## src/rtl/region_flag_ctrl.sv

```systemverilog
// region_flag_ctrl: splits each line of active video into four equal-width
// vertical regions (red, green, blue, yellow). It counts glove-coloured pixels
// per region over a frame. At each frame_end it picks the winning region.
// A small FSM debounces the winner: a region must win CONFIRM_FRAMES frames in
// a row before it is asserted. An asserted region persists for HOLD_FRAMES
// frames without a win.
//
// Ports:
//   clk          system clock, all logic on the rising edge
//   rst_n        synchronous active-low reset
//   enable       high = running, low = forced idle (state and counters cleared)
//   pix_valid    current pixel lies in active video
//   x_pos        horizontal coordinate of the current pixel
//   hit          current pixel classified as glove colour
//   frame_end    single-cycle pulse after the last active pixel of a frame
//   red_flag .. yellow_flag  registered one-hot (or all-zero) active region
//   en_regions   registered, high exactly when one region flag is high
module region_flag_ctrl #(
  parameter int unsigned H_ACTIVE       = 640,
  parameter int unsigned THRESH         = 2000,
  parameter int unsigned CONFIRM_FRAMES = 3,   // 1..15
  parameter int unsigned HOLD_FRAMES    = 15   // 1..255
) (
  input  logic       clk,
  input  logic       rst_n,
  input  logic       enable,
  input  logic       pix_valid,
  input  logic [9:0] x_pos,
  input  logic       hit,
  input  logic       frame_end,
  output logic       red_flag,
  output logic       green_flag,
  output logic       blue_flag,
  output logic       yellow_flag,
  output logic       en_regions
);

  localparam int unsigned RegionW = H_ACTIVE / 4;

  localparam logic [10:0] Bound1   = 11'(RegionW);
  localparam logic [10:0] Bound2   = 11'(2 * RegionW);
  localparam logic [10:0] Bound3   = 11'(3 * RegionW);
  localparam logic [10:0] BoundEnd = 11'(H_ACTIVE);
  localparam logic [18:0] CntMax   = '1;
  localparam logic [18:0] Thresh   = 19'(THRESH);
  localparam logic [3:0]  ConfN    = 4'(CONFIRM_FRAMES);
  localparam logic [7:0]  HoldN    = 8'(HOLD_FRAMES);

  typedef enum logic [1:0] {StIdle, StCand, StActive} state_e;

  // Pixel-to-region decode
  logic [10:0] x_ext;
  logic [1:0]  pix_region;
  logic        pix_in_range;

  always_comb begin
    x_ext        = {1'b0, x_pos};
    pix_in_range = (x_ext < BoundEnd);
    if (x_ext < Bound1) begin
      pix_region = 2'd0;
    end else if (x_ext < Bound2) begin
      pix_region = 2'd1;
    end else if (x_ext < Bound3) begin
      pix_region = 2'd2;
    end else begin
      pix_region = 2'd3;
    end
  end

  // Per-region hit counters. A pixel arriving with frame_end is dropped and
  // the counters restart from zero for the next frame.
  logic [18:0] cnt_q [4];

  always_ff @(posedge clk) begin
    if (!rst_n || !enable || frame_end) begin
      for (int i = 0; i < 4; i++) begin
        cnt_q[i] <= '0;
      end
    end else if (pix_valid && hit && pix_in_range && (cnt_q[pix_region] != CntMax)) begin
      cnt_q[pix_region] <= cnt_q[pix_region] + 19'd1;
    end
  end

  // Winner: largest qualifying count, strict '>' keeps ties on the lowest index
  logic        win_valid;
  logic [1:0]  win_idx;
  logic [18:0] win_cnt;

  always_comb begin
    win_valid = 1'b0;
    win_idx   = 2'd0;
    win_cnt   = '0;
    for (int i = 0; i < 4; i++) begin
      if ((cnt_q[i] >= Thresh) && (!win_valid || (cnt_q[i] > win_cnt))) begin
        win_valid = 1'b1;
        win_idx   = 2'(i);
        win_cnt   = cnt_q[i];
      end
    end
  end

  // Debounce FSM
  state_e     state_q, state_d;
  logic [1:0] cand_q, cand_d;
  logic [3:0] conf_q, conf_d;
  logic [1:0] act_q, act_d;
  logic [7:0] hold_q, hold_d;
  logic [1:0] pend_q, pend_d;
  logic [3:0] pend_cnt_q, pend_cnt_d;
  logic [3:0] conf_inc;
  logic [3:0] pend_nxt;

  always_comb begin
    state_d    = state_q;
    cand_d     = cand_q;
    conf_d     = conf_q;
    act_d      = act_q;
    hold_d     = hold_q;
    pend_d     = pend_q;
    pend_cnt_d = pend_cnt_q;
    conf_inc   = conf_q + 4'd1;
    // A change of pending region restarts its streak at 1
    pend_nxt   = ((win_idx == pend_q) && (pend_cnt_q != 4'd0)) ? pend_cnt_q + 4'd1 : 4'd1;

    if (frame_end) begin
      unique case (state_q)
        StIdle: begin
          if (win_valid) begin
            if (ConfN == 4'd1) begin
              state_d = StActive;
              act_d   = win_idx;
              hold_d  = HoldN;
            end else begin
              state_d = StCand;
              cand_d  = win_idx;
              conf_d  = 4'd1;
            end
          end
        end

        StCand: begin
          if (!win_valid) begin
            state_d = StIdle;
            conf_d  = 4'd0;
          end else if (win_idx == cand_q) begin
            if (conf_inc == ConfN) begin
              state_d = StActive;
              act_d   = cand_q;
              hold_d  = HoldN;
              conf_d  = 4'd0;
            end else begin
              conf_d = conf_inc;
            end
          end else begin
            cand_d = win_idx;
            conf_d = 4'd1;
          end
        end

        StActive: begin
          if (win_valid && (win_idx == act_q)) begin
            hold_d     = HoldN;
            pend_cnt_d = 4'd0;
          end else if (win_valid && (pend_nxt == ConfN)) begin
            // A completed switch wins over hold expiry in the same frame
            act_d      = win_idx;
            hold_d     = HoldN;
            pend_cnt_d = 4'd0;
          end else begin
            if (win_valid) begin
              pend_d     = win_idx;
              pend_cnt_d = pend_nxt;
            end else begin
              pend_cnt_d = 4'd0;
            end
            if (hold_q <= 8'd1) begin
              state_d    = StIdle;
              hold_d     = 8'd0;
              pend_cnt_d = 4'd0;
              conf_d     = 4'd0;
            end else begin
              hold_d = hold_q - 8'd1;
            end
          end
        end

        default: begin
          state_d = StIdle;
        end
      endcase
    end
  end

  // Output decode from next state so flags land one cycle after frame_end
  logic [3:0] flags_d, flags_q;
  logic       en_d, en_q;

  always_comb begin
    flags_d = '0;
    en_d    = 1'b0;
    if (state_d == StActive) begin
      flags_d[act_d] = 1'b1;
      en_d           = 1'b1;
    end
  end

  always_ff @(posedge clk) begin
    if (!rst_n || !enable) begin
      state_q    <= StIdle;
      cand_q     <= 2'd0;
      conf_q     <= 4'd0;
      act_q      <= 2'd0;
      hold_q     <= 8'd0;
      pend_q     <= 2'd0;
      pend_cnt_q <= 4'd0;
      flags_q    <= '0;
      en_q       <= 1'b0;
    end else begin
      state_q    <= state_d;
      cand_q     <= cand_d;
      conf_q     <= conf_d;
      act_q      <= act_d;
      hold_q     <= hold_d;
      pend_q     <= pend_d;
      pend_cnt_q <= pend_cnt_d;
      flags_q    <= flags_d;
      en_q       <= en_d;
    end
  end

  assign red_flag    = flags_q[0];
  assign green_flag  = flags_q[1];
  assign blue_flag   = flags_q[2];
  assign yellow_flag = flags_q[3];
  assign en_regions  = en_q;

endmodule

```

## config.mk

```make
export PLATFORM = sky130hd
export DESIGN_NAME = region_flag_ctrl
export DESIGN_NICKNAME = d
export VERILOG_FILES = /design/src/rtl/region_flag_ctrl.sv
export SDC_FILE = /design/constraint.sdc
export NUM_CORES = 1
export LEC_CHECK = 0
export ABC_AREA = 1
export BUFFER_PORTS_ARGS = -buffer_cell sky130_fd_sc_hd__buf_2
export CAP_MARGIN = 20
export CORE_ASPECT_RATIO = 1.4
export CORE_MARGIN = 2
export CORE_UTILIZATION = 50
export DETAILED_ROUTE_END_ITERATION = 10
export PLACE_DENSITY = 0.75
export SKIP_LAST_GASP = 1
export SYNTH_ARGS = -nofsm -noshare
export SYNTH_HDL_FRONTEND = slang
export SYNTH_SLANG_ARGS = --single-unit
export TNS_END_PERCENT = 1
```

## constraint.sdc

```tcl
create_clock -name clk -period 9 [get_ports clk]
set_input_delay 0.45 -clock clk [delete_from_list [all_inputs] [get_ports clk]]
set_output_delay 0.45 -clock clk [all_outputs]
set_load 0.05 [all_outputs]
```

==> flow_summary.ini <==
[floorplanning]
die_area_mm2 = 0.0164
die-height_um = 151
die_x_um = 109
start_util_pct = 51.0
core_area_mm2 = 0.0151
io_pins = 21
rows = 53

[logic_synthesis]
netlist_area_mm2 = 0.00768
synthFlopType = edfxtp_1
syn_nets = 1102
synth_most_common_cell = nand2_1
ys_seq_area_share_pct = 37.3
synth_cell_types = 53
syn_inst = 1018
yosysWarningCount = 0
synth-seq-cells = 105
synth_top_area_share_pct = 29.7
synth_common_cells = nand2_1 (249), nor2_1 (141), inv_1 (109)
ys_async_sr_fraction_pct = 0
synth_area_leader_cell = edfxtp_1
synth_edf_count = 76
synth_area_per_cell_um2 = 7.55
synth.area.top_cells = edfxtp_1 (30%), nand2_1 (12%), ha_1 (11%), dfxtp_1 (7.6%), nor2_1 (6.9%)

[timing]
slew_headroom_pct = 27.6
post-route-period-util_pct = 89.6
worstMarginPinSlew_ps = 1080
tns_ps = 0
drv_slew = 0
setup_slack_ps = 932
clock.fmax_mhz = 124
rsz0062_at_grt = false
finalClockSkew_ps = 12.3
setup_viol = 0
period_needed_ps = 8070
hold_viol_final = 0

[worst_setup_path]
cp_max_fo = 35
cpMaxStageDelayCell = nor4b_1
end_kind = register
critPathMaxStageDelay_ps = 490
path_class = register to register
cp.required_ps = 9280
worstPathArrival_ps = 8350
crit_top_cell = nand2_1
start_kind = register

[clock_network]
clock_path_buffers = 2
cts_setup_buffers = 0
cts_tree = yes
root_buffer = clkbuf_16
numCtsBuffers = 9
htree_levels = 3
clock_sinks = 105
clk_latency_ps = 360
clkTransAtPathRegs_ps = 60

[run_status]
outcome = finished clean

[placed_design]
hpwl_mm = 14.6
gp_congestion = 0.938
place_area_mm2 = 0.00787
dpl_worst_slack_ps = 937
numPortBuffers = 15

[drt]
vias_per_cell = 5.55
drc = 0
routed_wl_mm = 20.0
drt-initial-drc-count = 477
ant_nets = 0
post_drt_wl_per_cell_um = 16.4
vias = 6781
first_pass_iters = 5

[global_routing]
antenna_found_initial = 0
grt_max_degree = 40
grt_remaining_overflow = 0
grt_pass1_wl_mm = 32.3
grt_pass1_vias = 6629
grtUsageTotal_pct = 25.9

[cells_and_area]
final_cell_area_mm2 = 0.00822
drive_gt1_share_pct = 8.45
diodes = 0
synthToLayoutAreaGrowth_pct = 7.05
nNetsFinal = 1108

[pwr]
worst_ir_drop_vdd_mv = 0.110
p_per_area_mw_per_mm2 = 160
total_power_mw = 1.31
power_leakage_nw = 3.65

[min_path]
hold_path.class = register to register

[flow_run]
cap_violations = 0
-- where the power goes --
group          switching, mW  total [mW]  internal [mW]
Sequential            0.0138       0.545          0.531
Combinational          0.249       0.363          0.114
Clock                  0.176       0.405          0.229
Total                  0.439        1.31          0.874
-- repair_timing --
action                                  4_1_cts  5_1_grt
hold buffers                                  0        0
resized for setup                             0        1
endpoints found under the setup margin        0       12
-- routing by layer --
layer / routed length (um) / GRT usage [%] / vias up
li1: - / - / 3412
met1: 7410 / 27.4 / 3118
met2: 10700 / 47.7 / 190
met3: 847 / 2.68 / 61
met4: 1100 / 17.0 / 0
met5: 0 / 0 / -
-- layout by cell type, fill, tap and decap left out, types with 13 or more instances in the layout --
cell,instances
nand4_1,19
a21oi_1,59
nor2_1,141
edfxtp_1,76
o21ai_0,74
nand3_1,51
inv_1,109
dfxtp_1,29
ha_1,68
buf_2,15
nor2_2,13
nand2_1,248
-- kinds of logic (layout without fill, tap and decap cells) --
logic type,count (synthesis),in the layout,synth area share (%)
and+or+nand+nor,517,517,29.2
AOI/OAI and AO/OA,163,163,12.1
buffers and inverters,145,156,8.03
DFF,105,105,37.3
adders and majority gates,68,68,11.1
xor gates and xnor gates,20,20,2.28
-- worst max-delay path, delay by kind of cell, from the launching register on --
family / cells / cell delay [ps]
compound gates: 5 / 1040
fa+ha+maj: 3 / 950
buf+inv: 5 / 930
flops: 1 / 380
simple gates: 32 / 4670
-- state kept, by name, indices dropped and copies added (netlist names) --
register,cells
pend_q,2
pend_cnt_q,4
cand_q,2
flags_q,4
state_q,2
hold_q,8
act_q,2
conf_q,4
en_regions,1
cnt_q,76
-- stage by stage --
| step | hold slack, ps | util, % | instances |
|---|---|---|---|
| finish | 469 | 54.6 | 1221 |
| global route | 495 | 54.6 | 1221 |
| CTS | 473 | 54.4 | 1219 |
| detailed placement | 463 | 52.3 | 1203 |
| global placement | 456 | 52.3 | 1203 |
| floorplan | 444 | - | 1018 |
-- worst paths after layout --
check	startpoint	end	slack, ps	cells after the start
setup / recovery	cnt_q[0][7]	pend_cnt_q[0]	930	45
hold / removal	pend_q[1]	pend_q[1]	470	2
setup reg to reg	cnt_q[0][7]	pend_cnt_q[0]	930	45
hold reg to reg	pend_q[1]	pend_q[1]	470	2
-- final cells by class --
type,instances,area [um^2]
repair buffers,23,159
clock buffers,13,293
well taps,192,240
flip-flops and latches,105,2860
multi-input cells,768,4210
inverters,117,442
fillers,1391,6830
clock inverters,3,18.8
Note: power is estimated with default switching activity, not from simulation.
